**src/rtl/ham_pkg.sv**
```systemverilog
// Shared Hamming(7,4) definitions: framing states, codeword bit positions and syndrome.
// Positions are 0-based indices into a codeword held as cw[0]=pos1 .. cw[6]=pos7.
package ham_pkg;

  typedef enum logic [1:0] {HUNT, HI, LO} state_e;

  localparam int CW_LEN = 7;

  localparam int P1 = 0;
  localparam int P2 = 1;
  localparam int D1 = 2;
  localparam int P3 = 3;
  localparam int D2 = 4;
  localparam int D3 = 5;
  localparam int D4 = 6;

  // S = {s3,s2,s1}; a non-zero value names the 1-based position in error.
  function automatic logic [2:0] syndrome(input logic [CW_LEN-1:0] cw);
    syndrome = {cw[P3] ^ cw[D2] ^ cw[D3] ^ cw[D4],
                cw[P2] ^ cw[D1] ^ cw[D3] ^ cw[D4],
                cw[P1] ^ cw[D1] ^ cw[D2] ^ cw[D4]};
  endfunction

endpackage

```
**src/rtl/ham74_correct.sv**
```systemverilog
// Combinational single-error correction of one Hamming(7,4) codeword.
module ham74_correct
  import ham_pkg::*;
(
  input  logic [CW_LEN-1:0] cw_i,
  output logic [3:0]        data_o,
  output logic              corr_o
);

  logic [2:0]        syn;
  logic [CW_LEN-1:0] flip;
  logic [CW_LEN-1:0] fixed;

  always_comb begin
    syn    = syndrome(cw_i);
    flip   = (syn == 3'd0) ? '0 : (CW_LEN'(1) << (syn - 3'd1));
    fixed  = cw_i ^ flip;
    data_o = {fixed[D1], fixed[D2], fixed[D3], fixed[D4]};
    corr_o = (syn != 3'd0);
  end

endmodule

```
**src/rtl/ham74_frame_decoder.sv**
```systemverilog
// Frames the demodulated bit stream into two Hamming(7,4) codewords per PCM byte.
// Optional corrected-codeword counter is built only when HAM_ERR_CNT_EN is defined.
module ham74_frame_decoder
  import ham_pkg::*;
#(
  parameter int ERR_CNT_W     = 16,
  parameter bit HUNT_ON_RESET = 1'b1
) (
  input  logic                 clk,
  input  logic                 reset,
  input  logic                 bit_in,
  input  logic                 bit_valid,
  input  logic                 sync_in,
  input  logic                 err_clr,
  output logic [7:0]           pcm_out,
  output logic                 pcm_valid,
  output logic                 err_corr,
  output logic [ERR_CNT_W-1:0] err_count,
  output logic                 locked
);

  localparam state_e RST_STATE = HUNT_ON_RESET ? HUNT : HI;

  state_e            state_q;
  logic [CW_LEN-1:0] sr_q;
  logic [CW_LEN-1:0] cw;
  logic [2:0]        cnt_q;
  logic [3:0]        nib_q;
  logic              hi_corr_q;
  logic [3:0]        dec_data;
  logic              dec_corr;
  logic              cw_done;

  // Codeword as it will look once the current bit lands, so the 7th bit decodes this edge.
  always_comb begin
    cw        = sr_q;
    cw[cnt_q] = bit_in;
  end

  assign cw_done = bit_valid && !sync_in && (state_q != HUNT) && (cnt_q == 3'(CW_LEN-1));

  ham74_correct u_correct (
    .cw_i   (cw),
    .data_o (dec_data),
    .corr_o (dec_corr)
  );

  always_ff @(posedge clk or posedge reset) begin
    if (reset) begin
      state_q   <= RST_STATE;
      sr_q      <= '0;
      cnt_q     <= '0;
      nib_q     <= '0;
      hi_corr_q <= 1'b0;
      pcm_out   <= '0;
      pcm_valid <= 1'b0;
      err_corr  <= 1'b0;
      locked    <= 1'b0;
    end else begin
      pcm_valid <= 1'b0;
      err_corr  <= 1'b0;
      if (bit_valid) begin
        if (sync_in) begin
          // Sync always restarts framing, dropping any partial frame.
          sr_q[P1] <= bit_in;
          cnt_q    <= 3'd1;
          state_q  <= HI;
          locked   <= 1'b1;
        end else if (state_q != HUNT) begin
          locked <= 1'b1;
          sr_q   <= cw;
          if (cw_done) begin
            cnt_q <= '0;
            if (state_q == HI) begin
              nib_q     <= dec_data;
              hi_corr_q <= dec_corr;
              state_q   <= LO;
            end else begin
              pcm_out   <= {nib_q, dec_data};
              pcm_valid <= 1'b1;
              err_corr  <= hi_corr_q | dec_corr;
              state_q   <= HI;
            end
          end else begin
            cnt_q <= cnt_q + 3'd1;
          end
        end
      end
    end
  end

`ifdef HAM_ERR_CNT_EN
  logic [ERR_CNT_W-1:0] err_cnt_q;

  always_ff @(posedge clk or posedge reset) begin
    if (reset) begin
      err_cnt_q <= '0;
    end else if (err_clr) begin
      err_cnt_q <= '0;
    end else if (cw_done && dec_corr && !(&err_cnt_q)) begin
      err_cnt_q <= err_cnt_q + 1'b1;
    end
  end

  assign err_count = err_cnt_q;
`else
  logic unused_err_clr;
  assign unused_err_clr = err_clr;
  assign err_count      = '0;
`endif

endmodule

```
**config.mk**
```make
export PLATFORM = sky130hd
export DESIGN_NAME = ham74_frame_decoder
export DESIGN_NICKNAME = d
export VERILOG_FILES = /design/src/rtl/ham_pkg.sv /design/src/rtl/ham74_correct.sv /design/src/rtl/ham74_frame_decoder.sv
export SDC_FILE = /design/constraint.sdc
export NUM_CORES = 1
export LEC_CHECK = 0
export BUFFER_PORTS_ARGS = -buffer_cell sky130_fd_sc_hd__buf_2
export CORE_ASPECT_RATIO = 0.8
export CORE_MARGIN = 2
export CORE_UTILIZATION = 50
export DETAILED_ROUTE_END_ITERATION = 6
export PLACE_DENSITY = 0.7
export REMOVE_ABC_BUFFERS = 1
export SYNTH_ARGS = -nofsm -noshare
export SYNTH_HDL_FRONTEND = slang
export SYNTH_SLANG_ARGS = --single-unit
export TNS_END_PERCENT = 20
```
**constraint.sdc**
```tcl
create_clock -name clk -period 6.2 [get_ports clk]
set_input_delay 0.62 -clock clk [delete_from_list [all_inputs] [get_ports clk]]
set_output_delay 0.62 -clock clk [all_outputs]
set_load 0.1 [all_outputs]
```
==> results of run 1 <==
metrics by stage:
stage               area (µm²)  setup slack [ns]  util [%]
CTS                       1910              2.79      55.4
global placement          1840              2.90      53.3
detailed placement        1840              2.87      53.3
finish                    1910              2.80      55.4
floorplan                 1710              3.27         -
global route              1910              2.34      55.4
worst max-delay path by stage:
stage | end | slack, ns | cells after the start
final | nib_q[1] | 2.80 | 10
after global routing | pcm_out[1] | 2.34 | 10
after CTS | nib_q[1] | 2.79 | 10
after detailed placement | nib_q[1] | 2.87 | 10
after global placement | nib_q[1] | 2.90 | 10
after floorplan | nib_q[1] | 3.27 | 10
cell families after synthesis:
| group | Yosys count | share of synthesized area [%] |
|---|---|---|
| xor+xnor | 13 | 6.27 |
| mux | 13 | 9.02 |
| other cells | 1 | 0.206 |
| compound gates | 31 | 10.8 |
| simple gates | 78 | 22.9 |
| fa+ha+maj | 3 | 2.07 |
| buf+inv | 30 | 10.2 |
| flops | 28 | 38.6 |
cell usage in the layout, fill, tap and decap left out, types with 4 or more instances in the layout:
cell type  netlist  final
nor2_1           9      9
nand2_1         34     34
or4_1            4      4
o21ai_0          8      8
xnor2_1          5      5
o211ai_1         4      4
dfrtp_1         28     28
a21oi_1          4      4
mux2i_1          4      4
o31ai_1          6      6
mux2_2           6      6
nor3_1           4      4
xor2_1           8      8
conb_1           1     16
buf_2            4     15
nand3_1          6      6
inv_1            5      5
layout make-up:
type / instances / area (µm²)
flip-flops and latches: 28 / 701
inverters: 6 / 22.5
multi-input cells: 154 / 987
clock inverters: 1 / 30.0
well taps: 42 / 52.6
fillers: 313 / 1540
clock buffers: 3 / 41.3
repair buffers: 15 / 75.1
critical path: cells and delay by family (launching register included):
family	cells	cell delay, ns
xor gates and xnor gates	2	0.31
adders and majority gates	1	0.31
DFF	1	0.65
muxes	1	0.49
and+or+nand+nor	6	1.51
state kept, by name, summed over array words and instances (netlist names), 2 cells and up:
register,cells
sr_q,7
state_q,2
pcm_out,8
nib_q,4
cnt_q,3
report_power, final:
| group | total, mW | internal [mW] | switching, mW |
|---|---|---|---|
| combinational | 0.369 | 0.142 | 0.226 |
| clock | 0.144 | 0.0865 | 0.0579 |
| sequential | 0.239 | 0.207 | 0.0328 |
metal layers:
metal  GRT usage, %  share of wire (%)  vias to the layer above
li1               -                  -                      670
met1           25.6                 51                      629
met2           27.5                 43                       40
met3           4.00                5.7                        2
met4           2.43               0.40                        0
met5              0                  0                        -
==> flow_summary_export.csv, run 1 <==
group,metric,value,unit
floorplanning,initial_utilization,52.7,%
logic_synthesis,yosysUniqueCellTypes,38,
setup_path,crit_arrival,3.56,ns
setup_path,r2r-end,"nib_q[1]",
cts,postCtsSetupBuffers,0,
logic_synthesis,ys_seq_area_share,38.6,%
global_routing,grt.overflow.total,0,
cts,cts-resized-gates,0,
hold_path,whs_endpoint,"locked",
sta,setup-tns-final,0,ns
cts,cts_root_buf,"clkbuf_8",
logic_synthesis,synth_edf_count,0,
floorplanning,die_x,71.4,µm
placed_design,dp_cells,245,
cts,insertion_delay,0.28,ns
hold_path,hp-class,"flip-flop to flip-flop",
sta,drv_slew,0,
power_and_ir_drop,p_leak,0.942,nW
detailed_routing,first_iter_violations,93,
placed_design,dp_hpwl,2350,µm
placed_design,place_congestion,0.748,
floorplanning,core_area,3450,µm²
cts,cts_buffer_depth,2,
floorplanning,ios,33,
detailed_routing,viasPerCell,5.39,
cts,numCtsBuffers,3,
logic_synthesis,synth_top_flop_cell,"dfrtp_1",
sta,finalSetupViolCount,0,
detailed_routing,drt-total-wl,3270,µm
cts,cts.htree.levels,1,
global_routing,grt_pass1_wl,5820,µm
placed_design,io_buffers,15,
sta,finalClockSkew,0.00732,ns
sta,whs,0.468,ns
power_and_ir_drop,ir_worst_vdd,0.234,mV
setup_path,cp_slowest_cell,"dfrtp_1",
status,status,"complete, no violations",
logic_synthesis,async_flop_share,100,%
setup_path,cp-start-kind,"flip-flop",
sta,hold_violations,0,
detailed_routing,first_pass_iters,4,
finish,layout.cells.non_filler,249,
sta,worst_slew_pin_slew,1.03,ns
global_routing,antenna_found_initial,0,
finish,syn_to_final_growth,5.10,%
sta,worst_slew_margin_rel,31.0,%
global_routing,first_global_vias,1232,
logic_synthesis,synth_common_cells,"34 x nand2_1, 28 x dfrtp_1, 18 x buf_4",
setup_path,slowest_delay,0.65,ns
sta,grt_setup_unrepaired,"false",
cts,clkSinkCount,28,
setup_path,rr_startpoint,"cnt_q[2]",
sta,max_freq,294,MHz
finish,antenna_cells,0,
logic_synthesis,synth_area,1820,µm²
detailed_routing,vias,1341,
floorplanning,die-area,4130,µm²
cts,cts_tree,"built",
setup_path,reg2regPathDepth,10,
floorplanning,chipHeight,57.9,µm
detailed_routing,drc_errors,0,
global_routing,grtUsageTotal,17.5,%
setup_path,crit_required,6.36,ns
setup_path,crit_type,"flip-flop to flip-flop",
power_and_ir_drop,finalPower,0.753,mW
cts,clk_pin_slew_worst_paths,0.10,ns
floorplanning,fp-row-count,19,
logic_synthesis,synth_seq_cells,28,
logic_synthesis,synth_top_area_share,38.6,%
setup_path,end_kind,"flip-flop",
finish,fin_nets,217,
setup_path,cp_max_fo,14,
logic_synthesis,synth_area_per_cell,9.22,µm²
setup_path,crit_start,"cnt_q[2]",
finish,layout-drive-gt1-share,17.4,%
sta,fin_crit_sh,54.8,%
hold_path,min_from,"locked",
global_routing,grt_start_max_net_pins,29,
setup_path,path_cells,"nand2b_1 -> nor2_1 -> mux2i_1 -> xor2_1 -> xnor2_1 -> ha_1 -> or2_2 -> nor4_1 -> or4_1 -> nand3_1",
logic_synthesis,ys_top_cells_by_area,"dfrtp_1 39%, buf_4 7.4%, nand2_1 7.0%",
logic_synthesis,synth_warnings,0,
hold_path,whs_path_depth,1,
cts,cts-hold-fix-buffers,0,
flow_run,drv_cap,0,
setup_path,r2r_slack,2.80,ns
logic_synthesis,syn-instance-count,197,
detailed_routing,wire_per_inst,13.1,µm
logic_synthesis,yosysMostFrequentCell,"nand2_1",
logic_synthesis,synth_area_leader_cell,"dfrtp_1",
power_and_ir_drop,powerDensity,394,nW/µm²
detailed_routing,postRouteAntennaNets,0,
sta,period_needed,3.40,ns
(Power assumes the default switching activity.)
==> inputs of run 2 (changes only) <==
--- a/config.mk
+++ b/config.mk
@@ -5,6 +5,7 @@
 export SDC_FILE = /design/constraint.sdc
 export NUM_CORES = 1
 export LEC_CHECK = 0
+export ABC_AREA = 1
 export BUFFER_PORTS_ARGS = -buffer_cell sky130_fd_sc_hd__buf_2
 export CORE_ASPECT_RATIO = 0.8
 export CORE_MARGIN = 2
==> constraint.sdc (replaced) <==
create_clock -name clk -period 3.5 [get_ports clk]
set_input_delay 0.35 -clock clk [delete_from_list [all_inputs] [get_ports clk]]
set_output_delay 0.35 -clock clk [all_outputs]
set_load 0.1 [all_outputs]
==> run 2 against run 1 <==
Register-to-register slack worse by 2.2 ns; non-clock buffer count unchanged; routed wire length grew 5.4%; synthesized cell count rose by 32%; sequential power up 85%; first-iteration DRC count is 17% lower; maximum frequency up 19%.
==> flow_summary_export.csv, run 2 <==
group,metric,value,unit
logic_synthesis,synth_area_per_cell,6.90,µm²
hold_path,hp-class,"input port to asynchronous set/reset pin",
sta,finalSetupViolCount,0,
detailed_routing,first_pass_iters,4,
logic_synthesis,async_flop_share,100,%
power_and_ir_drop,p_comb_share,53.8,%
setup_path,path_cells,"inv_1 -> nand3_1 -> nand2_1 -> nand2_1 -> nand2_1 -> nand2_1 -> nand2_1 -> nand2_1 -> nand2_1 -> inv_1 -> ha_1 -> nor2_1 -> nand3_1 -> inv_1 -> nand3_1 -> nand3_1 -> nand2_1",
finish,mostFrequentLayoutCell,"nand2_1",
setup_path,crit_required,3.67,ns
power_and_ir_drop,p_int,0.760,mW
power_and_ir_drop,ir_worst_vdd,0.392,mV
power_and_ir_drop,pwr-share-seq,29.0,%
detailed_routing,vias,1534,
sta,grt_setup_unrepaired,"false",
setup_path,crit_type,"flip-flop to flip-flop",
logic_synthesis,ys_top_cells_by_area,"dfrtp_1 39%, nand2_1 23%, buf_4 7.1%",
sta,setup_ws,0.646,ns
global_routing,grt.overflow.total,0,
floorplanning,chipHeight,57.6,µm
cts,numCtsBuffers,3,
floorplanning,initial_utilization,52.4,%
placed_design,place_congestion,0.819,
finish,fillers,348,
finish,reg.largest.list,"pcm_out: 8 flops, sr_q: 7 flops, nib_q: 4 flops",
logic_synthesis,synth_edf_count,0,
sta,period_needed,2.85,ns
finish,largest_reg_flops,8,
setup_path,reg2regPathDepth,17,
placed_design,dp_slack,0.737,ns
flow_run,drv_cap,0,
detailed_routing,drc_errors,0,
logic_synthesis,synth_top_area_share,39.1,%
global_routing,grtUsageTotal,17.3,%
sta,hold_violations,0,
setup_path,r2r_slack,0.65,ns
detailed_routing,drt-total-wl,3450,µm
cts,postCtsSetupBuffers,0,
cts,cts.htree.levels,1,
power_and_ir_drop,pwr-share-clk,17.2,%
power_and_ir_drop,finalPower,1.52,mW
cts,clk_pin_slew_worst_paths,0.10,ns
setup_path,cp_slowest_cell,"dfrtp_1",
placed_design,dp_hpwl,2560,µm
power_and_ir_drop,powerDensity,802,nW/µm²
floorplanning,fp-row-count,19,
power_and_ir_drop,p_leak,1.09,nW
logic_synthesis,synth_common_cells,"111 x nand2_1, 28 x dfrtp_1, 25 x inv_1",
power_and_ir_drop,switchingPower,0.761,mW
cts,clkSinkCount,28,
floorplanning,ios,33,
detailed_routing,viasPerCell,4.89,
logic_synthesis,yosysMostFrequentCell,"nand2_1",
setup_path,cp_top_family,"simple AND/OR/NAND/NOR gates",
finish,antenna_cells,0,
logic_synthesis,yosysUniqueCellTypes,24,
setup_path,crit_buf_inv,3,
setup_path,rr_startpoint,"cnt_q[0]",
setup_path,crit_arrival,3.03,ns
setup_path,cp_max_fo,12,
sta,setup-tns-final,0,ns
cts,cts-hold-fix-buffers,0,
sta,finalClockSkew,0.00558,ns
status,status,"complete, no violations",
floorplanning,die_x,71.0,µm
logic_synthesis,syn-instance-count,260,
floorplanning,die-area,4080,µm²
logic_synthesis,synth_area,1790,µm²
cts,cts_root_buf,"clkbuf_8",
setup_path,r2r-end,"pcm_out[0]",
global_routing,grt_pass1_wl,5640,µm
cts,cts_buffer_depth,2,
sta,worst_slew_pin_slew,1.05,ns
finish,largest_register,"pcm_out",
floorplanning,core_area,3420,µm²
placed_design,io_buffers,15,
cts,cts-resized-gates,0,
global_routing,grt_start_max_net_pins,29,
detailed_routing,wire_per_inst,11.0,µm
logic_synthesis,synth_area_leader_cell,"dfrtp_1",
detailed_routing,first_iter_violations,77,
power_and_ir_drop,switching_share,50.0,%
finish,fin_nets,282,
global_routing,antenna_found_initial,0,
setup_path,cp-start-kind,"flip-flop",
logic_synthesis,ys_seq_area_share,39.1,%
finish,layout-drive-gt1-share,11.8,%
finish,final_cell_mix,"111 x nand2_1, 28 x dfrtp_1, 25 x inv_1, 18 x nand3_1, 16 x conb_1",
sta,fin_crit_sh,81.5,%
setup_path,end_kind,"flip-flop",
sta,drv_slew,0,
logic_synthesis,synth_top_flop_cell,"dfrtp_1",
detailed_routing,postRouteAntennaNets,0,
cts,cts_tree,"built",
logic_synthesis,synth_warnings,0,
sta,worst_slew_margin_rel,29.9,%
finish,syn_to_final_growth,5.79,%
setup_path,slowest_delay,0.52,ns
global_routing,first_global_vias,1278,
logic_synthesis,synth_seq_cells,28,
setup_path,cpMostUsedCell,"nand2_1",
cts,insertion_delay,0.28,ns
sta,max_freq,350,MHz
[run 2: changes by cell type after synthesis, moves of 5 or more]
cell,before,now
nand2_1,34,111
inv_1,5,25
nand3_1,6,18
xnor2_1,5,0
mux2_2,6,0
xor2_1,8,2
nand4_1,0,8
o31ai_1,6,0
[run 2: cells by family after synthesis]
| logic type | Yosys count | share of synthesized area [%] |
|---|---|---|
| AO/OA/AOI/OAI | 24 | 7.68 |
| XOR/XNOR | 2 | 0.977 |
| adder cells (fa/ha/maj) | 3 | 2.09 |
| buffers and inverters | 51 | 14.5 |
| flip-flops | 28 | 39.1 |
| other | 1 | 0.209 |
| AND/OR/NAND/NOR | 151 | 35.5 |
[run 2: cell type report]
cell class	instances	area, µm²	area share, %
clock buffers	3	41.3	2.18
clock inverters	1	30.0	1.58
inverters	29	109	5.74
multi-input cells	196	888	46.8
flip-flops and latches	28	701	36.9
well taps	42	52.6	2.77
repair buffers	15	75.1	3.96
[run 2: worst max path at each step]
stage | from | depth (start not counted) | endpoint
floorplan | cnt_q[0] | 17 | pcm_out[0]
global placement | cnt_q[0] | 17 | pcm_out[2]
detailed placement | cnt_q[0] | 17 | pcm_out[0]
CTS | cnt_q[0] | 17 | pcm_out[0]
global route | cnt_q[0] | 17 | pcm_out[2]
finish | cnt_q[0] | 17 | pcm_out[0]
[run 2: per-layer routing]
layer  vias up  global-route usage, %  part of all wire [%]
met1       684                   24.6                    51
li1        810                      -                     -
met2        38                   27.1                    44
met4         0                   4.85                  0.64
met3         2                   3.71                   4.6
met5         -                      0                     0
[run 2: metrics by stage]
step           cells  cell area, µm²  utilization [%]  hold WS [ns]
4_1_cts          314            1900             55.4         0.368
5_1_grt          314            1900             55.4         0.404
2_1_floorplan    253            1700                -         0.415
3_3_place_gp     310            1830             53.3         0.449
3_5_place_dp     310            1830             53.3         0.453
6_report         314            1900             55.4         0.312
[run 2: power by group through the flow]
| stage | clock network [mW] | logic, mW | registers (mW) |
|---|---|---|---|
| floorplan | 0 | 0.610 | 0.512 |
| global placement | 0 | 0.801 | 0.445 |
| detailed placement | 0 | 0.809 | 0.447 |
| CTS | 0.267 | 0.814 | 0.441 |
| global route | 0.280 | 0.927 | 0.452 |
| finish | 0.261 | 0.818 | 0.441 |
==> inputs of run 3 (changes only) <==
--- a/config.mk
+++ b/config.mk
@@ -11,7 +11,7 @@
 export CORE_MARGIN = 2
 export CORE_UTILIZATION = 50
 export DETAILED_ROUTE_END_ITERATION = 6
-export PLACE_DENSITY = 0.7
+export PLACE_DENSITY = 0.73
 export REMOVE_ABC_BUFFERS = 1
 export SYNTH_ARGS = -nofsm -noshare
 export SYNTH_HDL_FRONTEND = slang
==> constraint.sdc (replaced) <==
create_clock -name clk -period 2.6 [get_ports clk]
set_input_delay 0.26 -clock clk [delete_from_list [all_inputs] [get_ports clk]]
set_output_delay 0.26 -clock clk [all_outputs]
set_load 0.1 [all_outputs]
==> run 3 against run 2 <==
First-iteration DRC count rose by 26%; sequential share of layout area fell by 3.5 points; global-route usage rose by 2.4 points; hold slack got worse by 0.29 ns; final cell count rose by 5.4%; combinational power rose by 80%; via count rose by 8.4%; clock skew fell by 0.0020 ns; count of clock-buffer cells in the layout did not move; register-to-register slack got worse by 0.51 ns; sequential cell count did not move; critical path depth fell by 3.
==> flow_summary_export.csv, run 3 (same netlist as run 2, synthesis figures left out) <==
group,metric,value,unit
status,status,"complete, no violations",
power_and_ir_drop,p_leak,1.18,nW
setup_path,crit_type,"flip-flop to flip-flop",
cts,cts.htree.levels,1,
global_routing,grt_start_max_net_pins,29,
finish,reg.largest.list,"pcm_out: 8 flops, sr_q: 7 flops, nib_q: 4 flops",
cts,cts_tree,"built",
detailed_routing,drt-total-wl,3910,µm
finish,largest_register,"pcm_out",
finish,mostFrequentLayoutCell,"nand2_1",
placed_design,io_buffers,15,
floorplanning,core_area,3420,µm²
floorplanning,chipHeight,57.6,µm
sta,setup_ws,0.133,ns
sta,grt_setup_unrepaired,"false",
cts,cts_buffer_depth,2,
placed_design,dp_hpwl,2680,µm
finish,largest_reg_flops,8,
cts,insertion_delay,0.28,ns
floorplanning,fp-row-count,19,
cts,clkSinkCount,28,
sta,finalSetupViolCount,0,
floorplanning,initial_utilization,52.4,%
sta,period_needed,2.47,ns
flow_run,drv_cap,0,
setup_path,crit_arrival,2.64,ns
detailed_routing,wire_per_inst,11.8,µm
sta,drv_slew,0,
sta,setup-tns-final,0,ns
detailed_routing,drc_errors,0,
sta,hold_violations,0,
cts,numCtsBuffers,3,
finish,antenna_cells,0,
placed_design,place_congestion,0.851,
detailed_routing,postRouteAntennaNets,0,
sta,fin_crit_sh,94.9,%
floorplanning,die_x,71.0,µm
setup_path,cp-start-kind,"flip-flop",
global_routing,grtUsageTotal,19.7,%
power_and_ir_drop,ir_worst_vdd,0.566,mV
floorplanning,ios,33,
global_routing,grt_pass1_wl,6480,µm
sta,max_freq,405,MHz
power_and_ir_drop,powerDensity,1140,nW/µm²
setup_path,end_kind,"flip-flop",
cts,cts-hold-fix-buffers,0,
finish,final_cell_mix,"107 x nand2_1, 26 x dfrtp_1, 23 x inv_1, 16 x conb_1, 16 x buf_2",
finish,fin_nets,299,
cts,clk_pin_slew_worst_paths,0.10,ns
global_routing,grt.overflow.total,0,
detailed_routing,viasPerCell,5.02,
global_routing,first_global_vias,1498,
sta,finalClockSkew,0.00362,ns
hold_path,hp-class,"input port to asynchronous set/reset pin",
finish,syn_to_final_growth,17.3,%
floorplanning,die-area,4080,µm²
finish,layout-drive-gt1-share,21.8,%
global_routing,antenna_found_initial,0,
detailed_routing,vias,1663,
placed_design,dp_slack,0.0388,ns
cts,cts_root_buf,"clkbuf_8",
detailed_routing,first_iter_violations,97,
setup_path,crit_required,2.78,ns
setup_path,cp_max_fo,6,
detailed_routing,first_pass_iters,4,
run 3: cell types whose count changed in the layout (fill, tap and decap cells not counted), sizes merged:
cell / change
buf: +17
run 3: worst max-delay path, cell delays in order, from the launching register on:
cell     delay [ns]
dfrtp_2        0.43
buf_12         0.13
buf_4          0.13
nand3_1        0.11
nor2_1         0.06
a21oi_2        0.17
xor2_1         0.20
xor2_1         0.31
ha_4           0.27
nor2_4         0.11
nand3_2        0.11
inv_1          0.09
nand3_1        0.09
nand3_1        0.09
nand2_1        0.06
run 3: final timing paths:
path / start / to / slack [ns] / cells after the start
max: cnt_q[1] / nib_q[2] / 0.13 / 14
min: reset / nib_q[1] / 0.03 / 3
max reg2reg: cnt_q[1] / nib_q[2] / 0.13 / 14
min reg2reg: locked / locked / 0.47 / 1
max in group asynchronous: reset / cnt_q[2] / 2.30 / 3
min in group clk: sync_in / state_q[0] / 0.30 / 3
run 3: routing by layer:
metal  vias to the layer above  GRT usage [%]  wire length, µm
met3                         8           3.71              239
met5                         -              0                0
met1                       766           28.0             1800
met2                        51           31.9             1790
met4                         0           4.04               76
li1                        838              -                -
run 3: stage by stage:
step	power (mW)	cell area, µm²	std cells	util (%)	hold WS (ns)
3_3_place_gp	1.75	1890	318	55.1	0.340
4_1_cts	2.15	1960	322	57.2	0.0368
6_report	2.39	2100	331	61.4	0.0255
3_5_place_dp	1.78	1890	318	55.1	0.344
5_1_grt	2.59	2100	331	61.4	0.0581
2_1_floorplan	1.51	1700	253	-	0.325
run 3: what timing repair did:
item / CTS / global route
setup buffers: 0 / 9
cloned: 0 / 0
gates resized for setup: 2 / 14
setup endpoints to repair: 4 / 8
pin swaps: 0 / 5
run 3: final cells by class:
| class | instances | area (µm²) |
|---|---|---|
| inverter | 29 | 109 |
| timing repair buffer | 32 | 225 |
| tap | 42 | 52.6 |
| clock buffer | 3 | 41.3 |
| clock inverter | 1 | 30.0 |
| sequential | 28 | 703 |
| multi-input combinational | 196 | 942 |
| fill | 333 | 1320 |
run 3: report_power, final:
part           leakage (nW)  total (mW)  internal, mW  switching [mW]
Clock                0.0357       0.346         0.206           0.140
Combinational         0.785        1.47         0.497           0.971
Sequential            0.359       0.575         0.518          0.0567
